--- src/rtl/dsd_decimator.sv ---
// 3rd-order CIC decimator: 1-bit DSD/PDM stream in, 16-bit signed PCM out.
// Decimation ratio R = 2^DEC_LOG2; integrator/comb arithmetic wraps modulo 2^W by design.
module dsd_decimator #(
    parameter int DEC_LOG2 = 8
) (
    input  logic               clk,
    input  logic               rst,
    input  logic               en,
    input  logic               din,
    output logic signed [15:0] pcm,
    output logic               valid
);

    localparam int W   = 3 * DEC_LOG2 + 2;
    localparam int WE  = W + 16;
    localparam int SH  = 3 * DEC_LOG2 - 15;
    localparam int SHR = (SH > 0) ? SH : 0;
    localparam int SHL = (SH < 0) ? -SH : 0;

    localparam logic [DEC_LOG2-1:0] CNT_LAST = '1;
    localparam logic [DEC_LOG2-1:0] CNT_ONE  = {{(DEC_LOG2-1){1'b0}}, 1'b1};

    // Clamp a sign-extended scaled comb result to the 16-bit PCM range.
    function automatic logic signed [15:0] sat16(input logic signed [WE-1:0] v);
        logic hi_any;
        logic hi_all;
        hi_any = |v[WE-2:15];
        hi_all = &v[WE-2:15];
        if (!v[WE-1] && hi_any) begin
            sat16 = 16'sh7FFF;
        end else if (v[WE-1] && !hi_all) begin
            sat16 = 16'sh8000;
        end else begin
            sat16 = v[15:0];
        end
    endfunction

    logic [W-1:0]        w_x;
    logic [W-1:0]        w_i1_n;
    logic [W-1:0]        w_i2_n;
    logic [W-1:0]        w_i3_n;
    logic                w_last;
    logic signed [WE-1:0] w_c3_ext;
    logic signed [WE-1:0] w_scaled;

    logic [W-1:0]        r_i1;
    logic [W-1:0]        r_i2;
    logic [W-1:0]        r_i3;
    logic [DEC_LOG2-1:0] r_cnt;
    logic [W-1:0]        r_c1;
    logic [W-1:0]        r_c2;
    logic [W-1:0]        r_c3;
    logic [W-1:0]        r_d1;
    logic [W-1:0]        r_d2;
    logic [W-1:0]        r_d3;
    logic                r_p1;
    logic                r_p2;
    logic                r_p3;

    // din=1 -> +1, din=0 -> -1 (all ones), already W bits wide.
    assign w_x      = {{(W-1){~din}}, 1'b1};
    assign w_i1_n   = r_i1 + w_x;
    assign w_i2_n   = r_i2 + w_i1_n;
    assign w_i3_n   = r_i3 + w_i2_n;
    assign w_last   = en && (r_cnt == CNT_LAST);
    assign w_c3_ext = {{16{r_c3[W-1]}}, r_c3};
    // Only one of SHL/SHR is non-zero; small ratios need a left shift to reach 16 bits.
    assign w_scaled = (w_c3_ext <<< SHL) >>> SHR;

    // Integrator chain and decimation counter, advanced only on accepted bits.
    always_ff @(posedge clk) begin
        if (rst) begin
            r_i1  <= '0;
            r_i2  <= '0;
            r_i3  <= '0;
            r_cnt <= '0;
        end else if (en) begin
            r_i1  <= w_i1_n;
            r_i2  <= w_i2_n;
            r_i3  <= w_i3_n;
            r_cnt <= r_cnt + CNT_ONE;
        end
    end

    // Comb pipeline: stage 1 takes the integrator value that includes the R-th bit.
    always_ff @(posedge clk) begin
        if (rst) begin
            r_c1 <= '0;
            r_c2 <= '0;
            r_c3 <= '0;
            r_d1 <= '0;
            r_d2 <= '0;
            r_d3 <= '0;
            r_p1 <= 1'b0;
            r_p2 <= 1'b0;
            r_p3 <= 1'b0;
        end else begin
            r_p1 <= w_last;
            r_p2 <= r_p1;
            r_p3 <= r_p2;
            if (w_last) begin
                r_c1 <= w_i3_n - r_d1;
                r_d1 <= w_i3_n;
            end
            if (r_p1) begin
                r_c2 <= r_c1 - r_d2;
                r_d2 <= r_c1;
            end
            if (r_p2) begin
                r_c3 <= r_c2 - r_d3;
                r_d3 <= r_c2;
            end
        end
    end

    // Output register: pcm holds between updates, valid is a one-cycle pulse.
    always_ff @(posedge clk) begin
        if (rst) begin
            pcm   <= 16'sd0;
            valid <= 1'b0;
        end else begin
            valid <= r_p3;
            if (r_p3) begin
                pcm <= sat16(w_scaled);
            end
        end
    end

endmodule

--- config.mk ---
export PLATFORM = sky130hd
export DESIGN_NAME = dsd_decimator
export DESIGN_NICKNAME = d
export VERILOG_FILES = /design/src/rtl/dsd_decimator.sv
export SDC_FILE = /design/constraint.sdc
export NUM_CORES = 1
export LEC_CHECK = 0
export ABC_AREA = 1
export CORE_MARGIN = 2
export CORE_UTILIZATION = 53
export CTS_CLUSTER_SIZE = 25
export DETAILED_ROUTE_END_ITERATION = 10
export PLACE_DENSITY = 0.69
export SYNTH_ARGS = -nofsm -noshare
export SYNTH_HDL_FRONTEND = slang
export SYNTH_SLANG_ARGS = --single-unit
--- constraint.sdc ---
create_clock -name clk -period 12.95 [get_ports clk]
set_clock_uncertainty 0.2 [all_clocks]
set_input_delay 3.885 -clock clk [delete_from_list [all_inputs] [get_ports clk]]
set_output_delay 3.885 -clock clk [all_outputs]
set_load 0.01 [all_outputs]
Word-level counts from Yosys, hierarchy flattened
Index checks and enable logic that the tools add are counted.

Multiplexer cells: 2. $add $sub $neg: 7. Equality and inequality tests: 1. Reduce and logical (&&, ||, !) cells: 7. Bitwise operators: 1.

Operators by type and width (number): $add 26x26->26 (3); $sub 26x26->26 (3); $mux 16 (2); $add 8x1->8 const B (1); $eq 8x8->1 const B (1); $logic_and 1x1->1 (3); $logic_not 1->1 (2); $reduce_and 2->1 (1); $reduce_or 2->1 (1); $not 1->1 (1).

Register bits after elaboration: 262. Output and inout port bits: 17.

Depth between registers and ports, before layout
Depth in word-level cells: 5. Depth in mapped cells: 40.

Worst setup path after synthesis
Ideal clock, no wire load.

Path type: input -> register. From: input port din. To: register r_c1[22]. Setup slack: 3.453 ns. Setup time: 0.117 ns. Path buffers: 0. Stages: 37. Arrival time: 9.180 ns. Path through: inv_1 > ha_1 > nand2_1 > nand2_1 > nand2_1 > nand2_1 > a21oi_2 > o21bai_2 > xor2_1 > inv_1 > ha_1 > a21oi_1 > o21ai_2 > a21boi_2 > o21ai_2 > a21boi_2 > o21ai_2 > nand2_1 > nand2_1 > nand2_1 > nand2_1 > ha_1 > nand2_1 > nor2_1 > inv_1 > o221a_2 > nand3_1 > xor2_1 > ha_1 > nand2_1 > nor4_1 > nand4_1 > nand3_1 > a31o_2 > o21ai_0 > o221ai_1 > inv_1.

Cells in the longest elaborated chain, start to end: 5.

Ends and longest elaborated chain: start, declared (RTL line 9) `input logic din,`; $not 1->1 (RTL line 61) `assign w_x = {{(W-1){~din}}, 1'b1};`; $add 26x26->26 (RTL line 62) `assign w_i1_n = r_i1 + w_x;`; named net w_i1_n[7] (RTL line 39) `logic [W-1:0] w_i1_n;`; $add 26x26->26 (RTL line 63) `assign w_i2_n = r_i2 + w_i1_n;`; named net w_i2_n[18] (RTL line 40) `logic [W-1:0] w_i2_n;`; $add 26x26->26 (RTL line 64) `assign w_i3_n = r_i3 + w_i2_n;`; named net w_i3_n[19] (RTL line 41) `logic [W-1:0] w_i3_n;`; $sub 26x26->26 (RTL line 102) `r_c1 <= w_i3_n - r_d1;`; end signal, assigned (RTL line 102); end, declared (RTL line 50) `logic [W-1:0] r_c1;`.

The timed path passes the listed nets, and every way through them passes these cells. A chain may end at the register's enable or synchronous reset.

Worst setup path in the final report
From: input port din. To: register r_c1[25].

Same word-level chain as after synthesis.

==> results by group <==
Yosys
  – Register area share after synthesis: 30.2%
  – Synth cell types: 52
  – Mapped Cells: 2,421
  – Number of synthesized flops with an enable pin: 0
  – Post-synth design cell area: 16,800 sq um
  – Post-Synth XOR/XNOR Area: 5.42%
  – Synth area leader: dfxtp_1
  – Mux share of post-synthesis cell area: 0%
  – Dominant synthesized flop cell: dfxtp_1
  – Asr flop ratio synth: 0%
  – Area contributors post-synth: dfxtp_1 30%, ha_1 11%, a21oi_1 8.5%
  – Adder-cell share of the synthesized area: 11.9%
  – Yosys warning count: 0
  – Flops & latches, synth: 253
  – Synth top area share: 30.2%
  – Mapped Nets: 2,582
  – Compound-Gate Fraction of Synth Area: 23.0%
  – Mean Syn Cell Area: 6.94 sq um
  – Simple-gate share of the synthesized area: 19.5%
  – Combinational family with the most area after synthesis: compound AO/OA/AOI/OAI gates

Drt
  – Final WL: 42.3 mm
  – WL/cell: 15.0 microns
  – Post-route DRC: 0
  – Initial DRC Count: 708
  – Vias: 15,300
  – DRT Pass-1 Iters: 5
  – DR vias/cell: 5.41
  – Post-route ant nets: 0

Clock network
  – H-tree levels: 1
  – CTS root buf: clkbuf_16
  – Num CTS Buffers: 30
  – Worst-skew pair later-pin latency: 0.56 ns
  – Max clock buf depth: 3
  – Clk pin slew, worst setup/hold paths: 0.06 ns
  – # Post-CTS Setup Buffers: 0
  – CTS Sinks: 253
  – Hold_buf cts: 0
  – CTS resizes: 0
  – CTS tree: built

Cells and area
  – Layout area overhead: 9.21%
  – Most frequent cells in the layout: 365 x inv_1, 311 x nand2_1, 284 x a21oi_1
  – Multi-input gate area: 10,000 sq um
  – Diode count: 0
  – Area of all sequential standard cells: 5060 sq um
  – Final net count: 2,566
  – Final Util: 58.4%
  – Fraction of layout cells with a size suffix above 1: 5.97%
  – Most common cell after layout, fill and taps aside: inv_1
  – Filler Cells Inserted: 3,025

Floorplanning
  – Die Ht: 182 microns
  – Die Width: 182 microns
  – Initial Utilization: 53.5%
  – CORE AREA: 31,400 sq um
  – Die area: 33,100 sq um
  – IO Pins: 21
  – FP Rows: 65

STA
  – Slew at the pin closest to its max-slew limit: 1.01 ns
  – Setup TNS: 0 ns
  – Crit path time final: 10.86 ns
  – Pins Over Slew Limit: 0
  – RSZ-0062 raised after global routing: false
  – Period utilization: 83.9%
  – FMAX: 92.1 MHz
  – Final-report setup violation count: 0
  – WHS: 0.259 ns
  – Slew headroom: 32.7%
  – Final Hold Fails: 0

Placed design
  – RD Place Congestion: 0.932
  – HPWL after DPL: 31.2 mm
  – Port bufs: 20

Power
  – Pwr dens: 277 nW/um^2
  – Maximum vdd ir drop: 0.000147 V
  – Leakage power total: 9.04 nW

Status
  – Status: completed

Worst setup path
  – Arr. time, crit path: 11.11 ns
  – CP max FO: 16
  – Crit-path max cell delay: 0.49 ns
  – CP endpoint kind: flop
  – Required time worst endpoint: 13.20 ns
  – Slowest CP cell: clkdlybuf4s50_1
  – Critical path startpoint category: input port
  – Critical path class: in -> reg

Global routing
  – Pin count of the biggest net entering global routing: 93
  – Met1 Use GR: 29.0%
  – Busiest grt layer: met2
  – Met3 Track Usage GR: 2.31%
  – Gr usage total: 25.6%
  – Total grt overflow: 0
  – Antenna violations before repair: 0
  – First-pass GRT wire length: 70.9 mm
  – Number of global-route vias before repair: 15,100
  – GRT met2 Usage: 49.0%

Hold path
  – Hold Crit Class: reg -> reg

Job
  – Max cap viols: 0
## metal layers
metal	vias up	routed length (microns)
li1	8007	-
met1	6966	18100
met2	248	21600
met3	92	1090
met4	0	1540
met5	-	0
## Yosys cell counts, types with 2 or more instances
cell type  instances
nor4_2             2
nand3_1           88
nor2_1           278
xnor2_1           37
o221a_2            2
inv_1            366
nor3_2             2
dfxtp_1          253
a21o_1            12
nor2_2             7
buf_1              6
o21ai_1           12
nor4_1            11
nand3b_1           3
buf_2              4
nor3b_1            2
a31o_2             4
o21bai_1           9
ha_1             152
o221ai_1          12
or2_2              8
o21ai_0          261
inv_2              3
nand3_2           10
a21oi_1          284
o211ai_1          22
a21oi_2           12
fa_1               5
o2111ai_1          4
a211oi_1           5
clkbuf_1          68
nand4_1           14
a21boi_2           3
xor2_1            67
a31oi_1           14
o21a_1             8
nand2_2            7
nand2_1          311
o21bai_2           3
o21ai_2           15
nor3_1            24
## flip-flops by register name, indices dropped and copies added, names as in the netlist
name	count
valid	1
r_p1	1
r_d3	26
r_i3	26
r_i1	26
r_c3	17
r_d1	26
r_c2	26
r_cnt	8
pcm	16
r_d2	26
r_p2	1
r_c1	26
r_p3	1
r_i2	26
## final timing paths
| path | cells past startpoint | endpoint | slack, ns | from |
|---|---|---|---|---|
| setup / recovery | 34 | r_c1[25] | 2.09 | din |
| setup reg to reg | 31 | r_c1[25] | 6.18 | r_i1[0] |
| hold reg to reg | 2 | r_d2[9] | 0.26 | r_d2[9] |
| hold / removal | 2 | r_d2[9] | 0.26 | r_d2[9] |
## final cells by class
class / count / area share, %
multi-input combinational: 1719 / 54.8
clock buffer: 40 / 4.69
timing repair buffer: 31 / 1.50
tap: 402 / 2.74
inverter: 370 / 7.58
sequential: 253 / 27.6
clock inverter: 15 / 1.14
## stage by stage
stage	worst slack, ns	cell area, sq um	power [W]	instances
6_report	2.09	18300	0.00508	2830
5_1_grt	1.42	18300	0.00554	2830
4_1_cts	2.13	18300	0.00505	2830
3_5_place_dp	1.59	17300	0.00412	2775
3_3_place_gp	1.70	17300	0.00406	2775
2_1_floorplan	3.45	16800	0.00338	2421
## critical path, delay by kind of cell
family                   cells  cell delay (ns)
AO/OA/AOI/OAI                7             1.42
XOR/XNOR                     3             0.67
adder cells (fa/ha/maj)      4             1.45
buffers and inverters        4             1.28
AND/OR/NAND/NOR             16             2.38
## cells by family after synthesis
kind of cell,count (synthesis)
flops,253
fa+ha+maj,157
simple gates,770
xor+xnor,104
compound gates,688
buf+inv,449
## power by group
group	switching, W	internal [W]	leakage [nW]
Combinational	0.00214	0.00115	6.46
Sequential	0.0000414	0.000843	2.06
Clock	0.000343	0.000563	0.525
Total	0.00253	0.00256	9.04
(Power assumes the default switching activity.)
